[config.mk]
export PLATFORM = sky130hd
export DESIGN_NAME = fire_mode_icon_renderer
export DESIGN_NICKNAME = d
export VERILOG_FILES = /design/src/rtl/fire_mode_icon_renderer_pkg.sv /design/src/rtl/icon_addr_gen.sv /design/src/rtl/fire_mode_icon_renderer.sv
export SDC_FILE = /design/constraint.sdc
export NUM_CORES = 1
export LEC_CHECK = 0
export CAP_MARGIN = 20
export CORE_ASPECT_RATIO = 1.1
export CORE_MARGIN = 2
export CORE_UTILIZATION = 41
export CTS_BUF_LIST = sky130_fd_sc_hd__clkbuf_4 sky130_fd_sc_hd__clkbuf_8 sky130_fd_sc_hd__clkbuf_16
export DETAILED_ROUTE_END_ITERATION = 10
export PLACE_DENSITY = 0.77
export SLEW_MARGIN = 40
export SYNTH_ARGS = -nofsm -noshare
export SYNTH_HDL_FRONTEND = slang
export SYNTH_HIERARCHICAL = 1
export SYNTH_SLANG_ARGS = --single-unit
[constraint.sdc]
create_clock -name clk_i -period 1.85 [get_ports clk_i]
set_input_delay 0.2775 -clock clk_i [delete_from_list [all_inputs] [get_ports clk_i]]
set_output_delay 0.2775 -clock clk_i [all_outputs]
set_load 0.03 [all_outputs]
[src/rtl/fire_mode_icon_renderer_pkg.sv]
// Shared HUD definitions: fire-mode encodings, RGB332 palette and icon sprite geometry.
package fire_mode_icon_renderer_pkg;

  localparam int unsigned ICON_W = 48;
  localparam int unsigned ICON_H = 24;

  typedef enum logic [1:0] {
    FM_THREE = 2'd0,
    FM_FIVE  = 2'd1,
    FM_ONE   = 2'd2
  } fire_mode_e;

  localparam logic [7:0] RGB_CLEAR  = 8'h00;
  localparam logic [7:0] RGB_WHITE  = 8'hFF;
  localparam logic [7:0] RGB_YELLOW = 8'hFC;
  localparam logic [7:0] RGB_RED    = 8'hE0;

  // Three-entry rotation; the unused encoding falls back to the first mode.
  function automatic fire_mode_e next_mode(input fire_mode_e m);
    fire_mode_e n;
    unique case (m)
      FM_THREE: n = FM_FIVE;
      FM_FIVE:  n = FM_ONE;
      default:  n = FM_THREE;
    endcase
    return n;
  endfunction

endpackage

[src/rtl/icon_addr_gen.sv]
// Sprite window compare and registered row-major ROM address for a 48-pixel-wide sprite.
module icon_addr_gen
  import fire_mode_icon_renderer_pkg::*;
#(
  parameter int unsigned IconX = 580,
  parameter int unsigned IconY = 440,
  parameter int unsigned IconW = ICON_W,
  parameter int unsigned IconH = ICON_H
) (
  input  logic        clk_i,
  input  logic        rst_ni,
  input  logic [9:0]  hcount_i,
  input  logic [9:0]  vcount_i,
  input  logic        video_on_i,
  output logic [10:0] addr_o,
  output logic        in_win_o
);

  localparam logic [10:0] XLo = 11'(IconX);
  localparam logic [10:0] XHi = 11'(IconX + IconW);
  localparam logic [10:0] YLo = 11'(IconY);
  localparam logic [10:0] YHi = 11'(IconY + IconH);

  logic [10:0] h_ext, v_ext;
  logic [5:0]  col;
  logic [4:0]  row;
  logic        in_win;
  logic [10:0] addr_d, addr_q;
  logic        win_q;

  assign h_ext = {1'b0, hcount_i};
  assign v_ext = {1'b0, vcount_i};

  always_comb begin
    in_win = video_on_i && (h_ext >= XLo) && (h_ext < XHi) && (v_ext >= YLo) && (v_ext < YHi);
    col    = 6'(hcount_i - 10'(IconX));
    row    = 5'(vcount_i - 10'(IconY));
    // row*48 as row*32 + row*16; outside the window the address parks at 0.
    addr_d = in_win ? ({1'b0, row, 5'b0} + {2'b0, row, 4'b0} + {5'b0, col}) : 11'd0;
  end

  always_ff @(posedge clk_i or negedge rst_ni) begin
    if (!rst_ni) begin
      addr_q <= 11'd0;
      win_q  <= 1'b0;
    end else begin
      addr_q <= addr_d;
      win_q  <= in_win;
    end
  end

  assign addr_o   = addr_q;
  assign in_win_o = win_q;

endmodule

[src/rtl/fire_mode_icon_renderer.sv]
// Fire-mode HUD icon: frame-synchronous mode register, sprite ROM addressing and
// a 3-cycle overlay pipeline matched to the ROM's one-cycle read latency.
module fire_mode_icon_renderer
  import fire_mode_icon_renderer_pkg::*;
#(
  parameter int unsigned IconX = 580,
  parameter int unsigned IconY = 440,
  parameter int unsigned IconW = ICON_W,
  parameter int unsigned IconH = ICON_H
) (
  input  logic        clk_i,
  input  logic        rst_ni,
  input  logic [9:0]  hcount_i,
  input  logic [9:0]  vcount_i,
  input  logic        video_on_i,
  input  logic        mode_btn_i,
  output logic [1:0]  fire_mode_o,
  output logic [10:0] address_o,
  input  logic [1:0]  pixel_data_i,
  output logic        icon_hit_o,
  output logic [7:0]  rgb_o
);

  fire_mode_e pending_d, pending_q;
  fire_mode_e fire_mode_d, fire_mode_q;
  logic       frame_start;
  logic       win_d1, win_d2_q;
  logic       hit_d, hit_q;
  logic [7:0] rgb_d, rgb_q;

  icon_addr_gen #(
    .IconX(IconX),
    .IconY(IconY),
    .IconW(IconW),
    .IconH(IconH)
  ) u_addr_gen (
    .clk_i     (clk_i),
    .rst_ni    (rst_ni),
    .hcount_i  (hcount_i),
    .vcount_i  (vcount_i),
    .video_on_i(video_on_i),
    .addr_o    (address_o),
    .in_win_o  (win_d1)
  );

  assign frame_start = (hcount_i == 10'd0) && (vcount_i == 10'd0);

  // Commit uses the pre-pulse pending value, so a press on the frame-start
  // cycle lands one frame later and the ROM never sees a mode change mid-icon.
  always_comb begin
    pending_d   = mode_btn_i ? next_mode(pending_q) : pending_q;
    fire_mode_d = frame_start ? pending_q : fire_mode_q;
  end

  always_comb begin
    hit_d = 1'b0;
    rgb_d = RGB_CLEAR;
    if (win_d2_q) begin
      unique case (pixel_data_i)
        2'd1: begin hit_d = 1'b1; rgb_d = RGB_WHITE;  end
        2'd2: begin hit_d = 1'b1; rgb_d = RGB_YELLOW; end
        2'd3: begin hit_d = 1'b1; rgb_d = RGB_RED;    end
        default: begin hit_d = 1'b0; rgb_d = RGB_CLEAR; end
      endcase
    end
  end

  always_ff @(posedge clk_i or negedge rst_ni) begin
    if (!rst_ni) begin
      pending_q   <= FM_THREE;
      fire_mode_q <= FM_THREE;
      win_d2_q    <= 1'b0;
      hit_q       <= 1'b0;
      rgb_q       <= RGB_CLEAR;
    end else begin
      pending_q   <= pending_d;
      fire_mode_q <= fire_mode_d;
      win_d2_q    <= win_d1;
      hit_q       <= hit_d;
      rgb_q       <= rgb_d;
    end
  end

  assign fire_mode_o = fire_mode_q;
  assign icon_hit_o  = hit_q;
  assign rgb_o       = rgb_q;

endmodule

==> metrics.txt <==
# clock sinks=20; slew margin rel.=0.781; GRT Resource Usage Total=0.147; clock root cell=clkbuf_4; CP Capture Type=flip-flop; Max Cap Viol=0; antenna viol nets, final=0; Post-DP Area=0.00180 mm²; Hold Slack=0.324 ns; proportion of layout cells with a drive suffix above 1=0.199; clock skew=0.000356 ns; Buffers on Ports=47; # H-tree levels=1; core box area=0.00278 mm²; CP arrival=2.25 ns; Initial Util=0.429; area grow syn2layout=52.6%; Die ar.=0.00336 mm²; DRC Markers=0; failing checks=setup timing; 1st-pass router iterations=2; GPL Wtd Cong=0.773; final net count=212; Hold WC Path Type=input pin to async pin; Hold-fix buffers, CTS=0; vias in the first global route=966; Synth Flop Type=dfrtp_1; final wirelength=2250 µm; post-DP HPWL=2040 µm; Final Hold Vio Count=0; Vias/cell=4.74; maximum net fanout on the critical path=2; Slew Limit Fails=0; most frequent cells in the layout=clkdlybuf4s50_1, dfrtp_1, buf_4; YS warnings=6; Least-Margin Pin Slew=0.327 ns; Post-Layout Cell Count=199; CTS Buffer Depth=2; latest clock arrival within the worst-skew pair=0.28 ns; CP required=2.03 ns; Die Ht=60.6 µm; total grt overflow=0; Final Util=0.655; max frequency=483 MHz; final non-filler cell area=0.00182 mm²; first-pass GRT wire length=3870 µm; # rows=20; PwrDens=477 mW/mm²; commonest non-fill, non-tap cell in the layout=clkdlybuf4s50_1; RSZ-0062 raised after global routing=yes; register bit total from synthesis=20; Seq/Total Area, Yosys=0.420; Post-synth ARST share=1.00; Final min period=2.07 ns; worst vdd ir=0.000297 V; Clock transition at path regs=0.09 ns; Distinct cells, synth=28; TNS Setup=-0.348 ns; syn_nets=151; largest net degree at the start of global routing=21; number of flops mapped to enable cells by yosys=0; ant diodes=0; routed via count=944; setup repair bufs after CTS=0; fin worst setup slack=-0.221 ns; Die W=55.4 µm; WS Path Type=input pin to flip-flop; crit share post-route=1.12; Leak=0.893 nW; Num CTS Buffers=3; Critical Path Start Type=input pin; cells after synthesis=107; Initial DRC Count=10; Avg Inst Size Synth=11.1 µm²; Cells after DPL=196; initial antenna violation count=0; outcome=finished, violations left; CTS tree=done; mapped cell area=0.00119 mm²; Final Setup Violations=3; Top Ports=48; routed len/inst=11.3 µm
-- per-layer routing --
layer / share of wire / track usage
met5: 0 / 0
met4: 0.012 / 0.0767
met3: 0.063 / 0.0149
met1: 0.38 / 0.157
met2: 0.55 / 0.291
-- registers in the layout, summed over array words and instances, names as in the netlist --
name / cells
win_d2_q: 1
fire_mode_o: 2
rgb_o: 3
pending_q: 2
u_addr_gen/addr_o: 11
u_addr_gen/in_win_o: 1
-- path summary, 6_finish.rpt --
kind | startpoint | endpoint | slack (ns) | cells after the start
setup / recovery | hcount_i[3] | u_addr_gen/addr_o[9]$_DFF_PN0_ | -0.22 | 10
hold / removal | rst_ni | u_addr_gen/addr_o[6]$_DFF_PN0_ | 0.32 | 2
setup reg to reg | pending_q[1]$_DFFE_PN0P_ | pending_q[0]$_DFFE_PN0P_ | 1.05 | 2
hold reg to reg | u_addr_gen/in_win_o$_DFF_PN0_ | win_d2_q$_DFF_PN0_ | 0.37 | 0
max in group asynchronous | rst_ni | u_addr_gen/addr_o[0]$_DFF_PN0_ | 1.33 | 2
min in group clk_i | u_addr_gen/in_win_o$_DFF_PN0_ | win_d2_q$_DFF_PN0_ | 0.37 | 0
-- cells by family after synthesis --
kind of cell               synth area share
adders and majority gates             0.201
buffers and inverters                0.0787
AOI/OAI and AO/OA                    0.0619
xor gates and xnor gates             0.0441
and+or+nand+nor                       0.167
muxes                                0.0273
DFF                                   0.420
-- worst max-delay path: stages --
cell and delay, ns:
buf_6 0.10, nor3_4 0.21, xor2_2 0.18, fa_1 0.44, ha_2 0.20, fa_2 0.33
a21o_1 0.17, a21oi_2 0.12, xnor2_1 0.07, and2_1 0.15
-- timing repair --
| item | in CTS | in global routing |
|---|---|---|
| pin swaps | 9 | 7 |
| cloned | 0 | 0 |
| resized for setup | 19 | 1 |
| setup endpoints to repair | 5 | 5 |
-- cell usage after synthesis (all sizes together), types with 3 or more instances --
cell type / n / area share
and2: 11 / 0.058
nor4: 5 / 0.026
inv: 11 / 0.035
a21o: 3 / 0.019
nor2: 3 / 0.012
ha: 16 / 0.17
xor2: 4 / 0.029
buf: 7 / 0.044
nor2b: 3 / 0.016
dfrtp: 20 / 0.42
-- area by class of cell --
class,count,area [µm²]
fillers,229,958
well taps,33,41.3
repair buffers,63,584
multi-input cells,69,629
inverters,11,41.3
flip-flops and latches,20,500
clock buffers,3,22.5
-- per-stage QoR --
stage	power [W]	setup slack, ns
after floorplan	0.000569	-0.374
after global placement	0.000690	-0.932
after detailed placement	0.000702	-0.961
after CTS	0.000884	-0.265
after global routing	0.000926	-0.327
final	0.000868	-0.221
-- where the power goes --
| part | switching [W] | internal, W | leakage (nW) | total, W |
|---|---|---|---|---|
| registers | 0.00000595 | 0.000447 | 0.276 | 0.000453 |
| clock network | 0.000103 | 0.0000754 | 0.0138 | 0.000178 |
| logic | 0.000103 | 0.000134 | 0.603 | 0.000237 |
| total | 0.000212 | 0.000656 | 0.893 | 0.000868 |
No activity file was read; power rests on OpenSTA's default activity.
